`src/rtl/data_mem_responder.sv`:
```
// data_mem_responder: memory-side responder for the core's load/store port.
// Serves one word access at a time with byte enables and a fixed number of
// wait states between accept and the one-cycle response strobe.
module data_mem_responder #(
  parameter int DEPTH    = 64,
  parameter int WAIT_CYC = 2
) (
  input  logic        clk,
  input  logic        rst,
  input  logic        req,
  input  logic        we,
  input  logic [31:0] addr,
  input  logic [3:0]  be,
  input  logic [31:0] wdata,
  output logic        ready,
  output logic        rvalid,
  output logic [31:0] rdata,
  output logic        err
);

  localparam int          AW       = (DEPTH > 1) ? $clog2(DEPTH) : 1;
  localparam logic [29:0] DEPTH_W  = 30'(DEPTH);
  localparam logic [3:0]  CNT_INIT = (WAIT_CYC > 0) ? 4'(WAIT_CYC - 1) : 4'd0;

  typedef enum logic [1:0] {IDLE, WAIT, RESP} state_t;

  state_t      r_state;
  logic [3:0]  r_cnt;
  logic        r_we;
  logic [31:0] r_addr;
  logic [3:0]  r_be;
  logic [31:0] r_wdata;
  logic [31:0] r_mem [DEPTH];

  logic          w_accept;
  logic          w_cnt_done;
  logic          w_enter_resp;
  logic          w_we;
  logic [31:0]   w_addr;
  logic [3:0]    w_be;
  logic [31:0]   w_wdata;
  logic          w_fault;
  logic [AW-1:0] w_idx;
  logic [31:0]   w_rdata_nxt;

  // Accept only in IDLE and never while reset is asserted.
  assign w_accept   = rst && (r_state == IDLE) && req;
  assign w_cnt_done = (r_state == WAIT) && (r_cnt == 4'd0);
  // With zero wait states RESP is entered on the accept edge itself.
  assign w_enter_resp = rst && ((w_accept && (WAIT_CYC == 0)) || w_cnt_done);

  // On the accept edge the request lives on the inputs; afterwards in registers.
  assign w_we    = (r_state == IDLE) ? we    : r_we;
  assign w_addr  = (r_state == IDLE) ? addr  : r_addr;
  assign w_be    = (r_state == IDLE) ? be    : r_be;
  assign w_wdata = (r_state == IDLE) ? wdata : r_wdata;

  assign w_fault     = (w_addr[1:0] != 2'b00) || (w_addr[31:2] >= DEPTH_W);
  assign w_idx       = w_addr[2 +: AW];
  assign w_rdata_nxt = (w_fault || w_we) ? 32'd0 : r_mem[w_idx];

  // Byte-enabled store on the edge entering RESP; array is not reset.
  always_ff @(posedge clk) begin
    if (w_enter_resp && w_we && !w_fault) begin
      for (int i = 0; i < 4; i++) begin
        if (w_be[i]) r_mem[w_idx][8*i +: 8] <= w_wdata[8*i +: 8];
      end
    end
  end

  // Control FSM with registered handshake and response outputs.
  always_ff @(posedge clk) begin
    if (!rst) begin
      r_state <= IDLE;
      r_cnt   <= 4'd0;
      ready   <= 1'b1;
      rvalid  <= 1'b0;
      rdata   <= 32'd0;
      err     <= 1'b0;
      r_we    <= 1'b0;
      r_addr  <= 32'd0;
      r_be    <= 4'd0;
      r_wdata <= 32'd0;
    end else begin
      case (r_state)
        IDLE: begin
          if (req) begin
            r_we    <= we;
            r_addr  <= addr;
            r_be    <= be;
            r_wdata <= wdata;
            ready   <= 1'b0;
            if (WAIT_CYC == 0) begin
              r_state <= RESP;
              rvalid  <= 1'b1;
              rdata   <= w_rdata_nxt;
              err     <= w_fault;
            end else begin
              r_state <= WAIT;
              r_cnt   <= CNT_INIT;
            end
          end
        end
        WAIT: begin
          if (r_cnt == 4'd0) begin
            r_state <= RESP;
            rvalid  <= 1'b1;
            rdata   <= w_rdata_nxt;
            err     <= w_fault;
          end else begin
            r_cnt <= r_cnt - 4'd1;
          end
        end
        RESP: begin
          r_state <= IDLE;
          ready   <= 1'b1;
          rvalid  <= 1'b0;
          rdata   <= 32'd0;
          err     <= 1'b0;
        end
        default: begin
          r_state <= IDLE;
          ready   <= 1'b1;
          rvalid  <= 1'b0;
          rdata   <= 32'd0;
          err     <= 1'b0;
        end
      endcase
    end
  end

endmodule

```
`config.mk`:
```
export PLATFORM = sky130hd
export DESIGN_NAME = data_mem_responder
export DESIGN_NICKNAME = d
export VERILOG_FILES = /design/src/rtl/data_mem_responder.sv
export SDC_FILE = /design/constraint.sdc
export NUM_CORES = 2
export LEC_CHECK = 0
export CORE_MARGIN = 2
export CORE_UTILIZATION = 30
export DETAILED_ROUTE_END_ITERATION = 10
export SETUP_SLACK_MARGIN = 0.15
export SYNTH_ARGS = -nofsm -noshare
export SYNTH_HDL_FRONTEND = slang
export SYNTH_SLANG_ARGS = --single-unit
export TNS_END_PERCENT = 100
```
`constraint.sdc`:
```
create_clock -name clk -period 5.1 [get_ports clk]
set_input_delay 0.765 -clock clk [delete_from_list [all_inputs] [get_ports clk]]
set_output_delay 0.765 -clock clk [all_outputs]
set_load 0.01 [all_outputs]
```
; Yosys cells after proc, flatten, opt, wreduce, memory -nomap -nowiden
; Memories as Yosys holds them, arrays and structs flattened.
; Index checks and enable logic that the tools add are counted.
[totals]
ram_bits = 2048
mem_bits_ro = 0
register_bits = 110
memories = 1
wordCells = 66
output_inout_bits = 35
latch_bits = 0
[classes]
addsub = 1
magnitude_cmp = 1
n_bitwise = 2
shifts = 0
n_eq_ne = 4
n_div = 0
mul = 0
n_reduce_logical = 16
mux = 31
[mem_list]
columns = memory, depth, width, rd, rd_clocked_by_memory_dff, wr, line_no
row1 = r_mem, 64, 32, 1, 0, 1, 33  ; logic [31:0] r_mem [DEPTH];
[op_table]
columns = cell, n
row1 = 32-bit 2-to-1 mux, 4
row2 = 32-bit one-hot mux with 2 select lines, 1
row3 = "30-bit by 7-bit >= comparator with 1-bit output, second input constant", 1
row4 = 1-bit 2-to-1 mux, 16
row5 = 4-bit 2-to-1 mux, 3
row6 = 4-bit one-hot mux with 2 select lines, 1
row7 = 2-bit AND reduction, 4
row8 = 1-bit one-hot mux with 2 select lines, 3
row9 = 1-bit logical AND, 4
row10 = 4-bit zero test, 1
row11 = 2-bit 2-to-1 mux, 2
row12 = "2-bit inequality test, second input constant", 2
row13 = 2-bit one-hot mux with 2 select lines, 1
row14 = 2-bit nonzero test, 2
row15 = "4-bit by 1-bit subtractor with 4-bit output, second input constant", 1
row16 = 3-bit AND reduction, 1
row17 = "2-bit by 1-bit equality test with 1-bit output, second input constant", 1
row18 = 2-bit zero test, 1
row19 = 1-bit logical OR, 2
row20 = "2-bit by 1-bit inequality test with 1-bit output, second input constant", 1
row21 = 1-bit inverter, 2
row22 = 1-bit zero test, 1

; Depth between registers and ports, before layout
[depth]
ltp_word = 8
mapped_depth = 14
mapped_depth_nobuf = 10

; Least setup slack after synthesis
; No wires, ideal clock.
[synth_timing]
path_type = in2reg
start = in addr[2]
end = mem r_mem[13][0], enable pin
t_arrival_ns = 3.072
path_slack_ns = 1.644
setup_time_ns = 0.383
cell_stages = 10
path_cell_list = buf_2 or3b_1 buf_2 nand2_4 buf_6 nand2_1 clkbuf_1 clkbuf_1 buf_1 nor3_1
[synth_via]
elab_chain_cells = 7
[synth_rtl]
columns = item, line_no
row1 = start: declaration, 12  ; input logic [31:0] addr,
row2 = 32-bit 2-to-1 mux (*), 54  ; assign w_addr = (r_state == IDLE) ? addr : r_addr;
row3 = 30-bit by 7-bit >= comparator with 1-bit output, 58  ; assign w_fault = (w_addr[1:0] != 2'b00) || (w_addr[31:2] >= DEPTH_W);
row4 = 1-bit logical OR, 58
row5 = 1-bit zero test, 64  ; if (w_enter_resp && w_we && !w_fault) begin
row6 = 1-bit logical AND, 64
row7 = 1-bit 2-to-1 mux, 64
row8 = 1-bit 2-to-1 mux (not written as such), 66  ; if (w_be[i]) r_mem[w_idx][8*i +: 8] <= w_wdata[8*i +: 8];
row9 = end: declaration, 33
; Mark *: on every way between the ends. The rest lies on a longest branch, timed or not.

; Worst setup path after layout
[layout_timing]
start = reg r_state[0]
end = mem r_mem[27][16], enable pin
[layout_via]
elab_chain_cells = 8
word_cells_on_any_way = 16
cone_classes = order compare: 1 / eq/ne: 1 / mux: 6 / reduce/logical: 8
[layout_rtl]
columns = item, line_no
row1 = start: declaration, 27  ; state_t r_state;
row2 = start signal: assignment, 74  ; r_state <= IDLE;
row3 = start signal: assignment, 94  ; r_state <= RESP;
row4 = start signal: assignment, 99  ; r_state <= WAIT;
row5 = 2-bit zero test, "53, 54, 55"
row6 = 32-bit 2-to-1 mux, 54
row7 = 30-bit by 7-bit >= comparator with 1-bit output or 2-bit nonzero test (tied branches), 58
row8 = 1-bit logical OR, 58
row9 = 1-bit zero test, 64
row10 = 1-bit logical AND, 64
row11 = 1-bit 2-to-1 mux, 64
row12 = 1-bit 2-to-1 mux (not written as such), 66
; Several ways; a longest one is shown, not always the timed one.

==> summary.txt <==
Outcome
  • Status: completed

Logic synthesis
  • Mean post-synth cell area: 14.2 um^2
  • Top-area cell type share of the netlist area: 73.7%
  • Mapped Cells: about 6000
  • Yosys cell types: 73
  • #FFs+latches synth: 2158
  • Cell Area, Synth: 0.0834 mm^2
  • Largest area contributor in the netlist: edfxtp_1
  • Primary FF master, synth: edfxtp_1
  • Register area share after synthesis: roughly 76%
  • Syn. warnings: 0
  • Post-Synthesis Net Count: 5947
  • Async SR Flop Fraction: 0%
  • Number of synthesized flops with an enable pin: 2048
  • Synth top area cells: edfxtp_1 (74%), nand2_1 (5.5%), dfxtp_1 (2.6%)

Critical path
  • Ordered list of cells on the worst path: or2_2 -> buf_4 -> o21ai_0 -> nor2_2 -> nand2_1 -> nor2_1
  • CP Launch Point: r_state[0]$_SDFFE_PN0P_
  • Crit path kind: register to register
  • Crit path max-delay family: simple AND/OR/NAND/NOR gates
  • Worst Path Arrival: 4840 ps
  • Bufs and invs on worst path: 1
  • Worst Setup End Kind: register
  • Crit Path Max Fanout: 22
  • CP Launch Type: register
  • Critical Path Max Stage Delay: 1060 ps
  • Worst r2r src: r_state[0]$_SDFFE_PN0P_
  • Worst EP required: ~5600 ps
  • Slowest-stage cell, CP: nor2_2

Global routing
  • Global-route wire length before repair: 386000 um
  • Vias in the first global route: 53000
  • Largest net degree at the start of global routing: 92
  • Total Routing Usage GR: 18.6%
  • Initial antenna violation count: 16
  • Remaining global-route overflow: 0

Clocking
  • Clock sinks: 2158
  • Clock Latency Late Sink: ~840 ps
  • Hold_buf cts: 0
  • CTS buffer count: a little over 200
  • H-tree Lvls: 4
  • Post-CTS setup buffers: 0
  • Post-cts repair resize count: 0
  • Worst-path clk slew: 60 ps
  • Root Driver: clkbuf_16
  • Clock Tree Buf Depth: 3
  • TritonCTS clock tree: built

Detailed routing
  • # DRC: 0
  • Starting DRT DRC Count: 7705
  • WL/cell: 26.6 um
  • Detail Route Antenna Nets: 0
  • First-pass DRT Iterations: 8
  • Routed WL: 270000 um
  • Via count: 55500
  • Avg Vias per Cell: 5.45

Timing
  • Setup TNS: 0 ps
  • Fin crit period: 4390 ps
  • Worst setup margin: between 700 and 800 ps
  • RSZ-0062 raised after global routing: false
  • Slew HR: 16.9%
  • Final setup viols: 0
  • Period utilization: 86.0%
  • Achievable clock frequency: between 200 and 250 MHz
  • Final Hold Viols: 0
  • Max Slew Vio Count: 0
  • Worst-Margin Slew: 1250 ps
  • Worst Skew: around 31 ps

Layout
  • Share of post-route cells with drive strength above 1: 14.2%
  • Finished Layout Cells: 10200
  • Area delta synth->final: 18.2%
  • Final Cell Area: 0.0986 mm^2
  • Layout Nets: 6357
  • Most frequent cells in the layout: edfxtp_1 (2048), nand2_1 (1175), buf_4 (476), a21oi_1 (304), o22ai_1 (293)
  • Commonest non-fill, non-tap cell in the layout: edfxtp_1

Hold path
  • Hold Crit Class: register to register
  • HP Start: r_wdata[4]$_SDFFE_PN0P_

Floorplan
  • Die area: 0.282 mm^2
  • Chip Width: 531 um
  • Initial core utilization: 30.2%
  • Cell row count: roughly 190
  • Placeable Area: 0.276 mm^2
  • Die extent in y: approximately 530 um
  • Num ports: 107

Pwr
  • PnR Total Power: 39.0 mW
  • Pwr Density: 396 mW/mm^2
  • Leak: 31.9 nW
  • Maximum vdd drop: 0.344 mV

Place
  • Post-Place Worst Slack: about 470 ps
  • Post-placement cell area: approximately 0.092 mm^2
  • GPL Wtd Cong: 0.876
  • DP HPWL: roughly 170000 um
  • Cell total after placement: about 9800
  • IO buf count: about 110

Run
  • Max Cap Viol: 0
layout make-up:
type / count / area [um^2]
Antenna cell: 6 / 15.0
Clock buffer: 280 / 5760
Clock inverter: 102 / 866
Fill cell: 26100 / 178000
Inverter: 15 / 56.3
Multi-Input combinational cell: 3271 / 17900
Sequential cell: 2158 / 63700
Tap cell: 3705 / 4640
Timing Repair Buffer: 632 / 5640
path summary, 6_finish.rpt:
check | to | slack, ps | depth (start not counted)
worst max-delay path | r_mem[27][16]$_DFFE_PP_ | 710 | 6
worst min-delay path | r_wdata[4]$_SDFFE_PN0P_ | 460 | 2
worst max register to register | r_mem[27][16]$_DFFE_PP_ | 710 | 6
worst min register to register | r_wdata[4]$_SDFFE_PN0P_ | 460 | 2
where the power goes:
group	internal, mW	total (mW)	switching, mW	leakage (nW)
logic	1.02	4.06	3.04	9.26
registers	19.8	19.8	0.0327	19.4
clock network	8.58	15.1	6.55	3.25
through the flow:
step / util (%) / hold WS (ps)
global placement: 33.2 / 443
detailed placement: 33.2 / 447
floorplan: - / 436
CTS: 35.6 / 456
global route: 35.6 / 472
finish: 35.6 / 455
state kept, by name, indices dropped and copies added (netlist names):
signal and cells:
rvalid 1, r_cnt 4, r_addr 32, err 1, rdata 32, r_wdata 32, r_be 4, r_mem 2048
r_we 1, r_state 2, ready 1
cells in the mapped netlist, types with 4 or more instances:
cell type and number:
buf_2 180, a211o_1 8, dfxtp_1 110, nor3_1 241, a32oi_1 117, o21ai_0 54, a2111oi_0 5, nor4_1 42
o2111ai_1 17, inv_1 14, buf_1 63, nand3_1 198, o22ai_1 295, a31oi_1 96, nor4b_1 4, edfxtp_1 2048
a22o_1 13, nand4_1 39, a21oi_1 304, a32o_1 40, and3_1 5, a22oi_1 29, a211oi_1 21, nand2b_1 6
buf_6 9, o211ai_1 18, clkbuf_1 132, and2_1 5, or4_1 13, nor2_1 171, or2_2 4, mux2_2 4
o21ai_1 9, o221ai_1 74, nand2_1 1214, a222oi_1 15, nor3b_1 6, mux2i_1 113, o22a_1 14, a221oi_1 4
a21o_1 4, o31ai_1 24, buf_4 45
per-layer routing:
layer,wire length (um),vias to the layer above,GRT usage [%]
li1,-,23500,-
met1,108000,28200,25.3
met3,27800,469,3.80
met2,127000,3282,30.0
met5,57,-,0
met4,7990,10,5.54
worst register-to-register path: stages, from the launching register on:
cell and delay (ps):
dfxtp_1 880, or2_2 290, buf_4 250, o21ai_0 320, nor2_2 1060, nand2_1 400, nor2_1 800
cell families after synthesis:
| logic type | share of synthesized area, % |
|---|---|
| buffers and inverters | 2.55 |
| and+or+nand+nor | 9.99 |
| xor gates and xnor gates | 0.0210 |
| DFF | 76.4 |
| AOI/OAI and AO/OA | 9.58 |
| muxes | 1.44 |
| adders and majority gates | 0.0300 |
(Power assumes the default switching activity.)
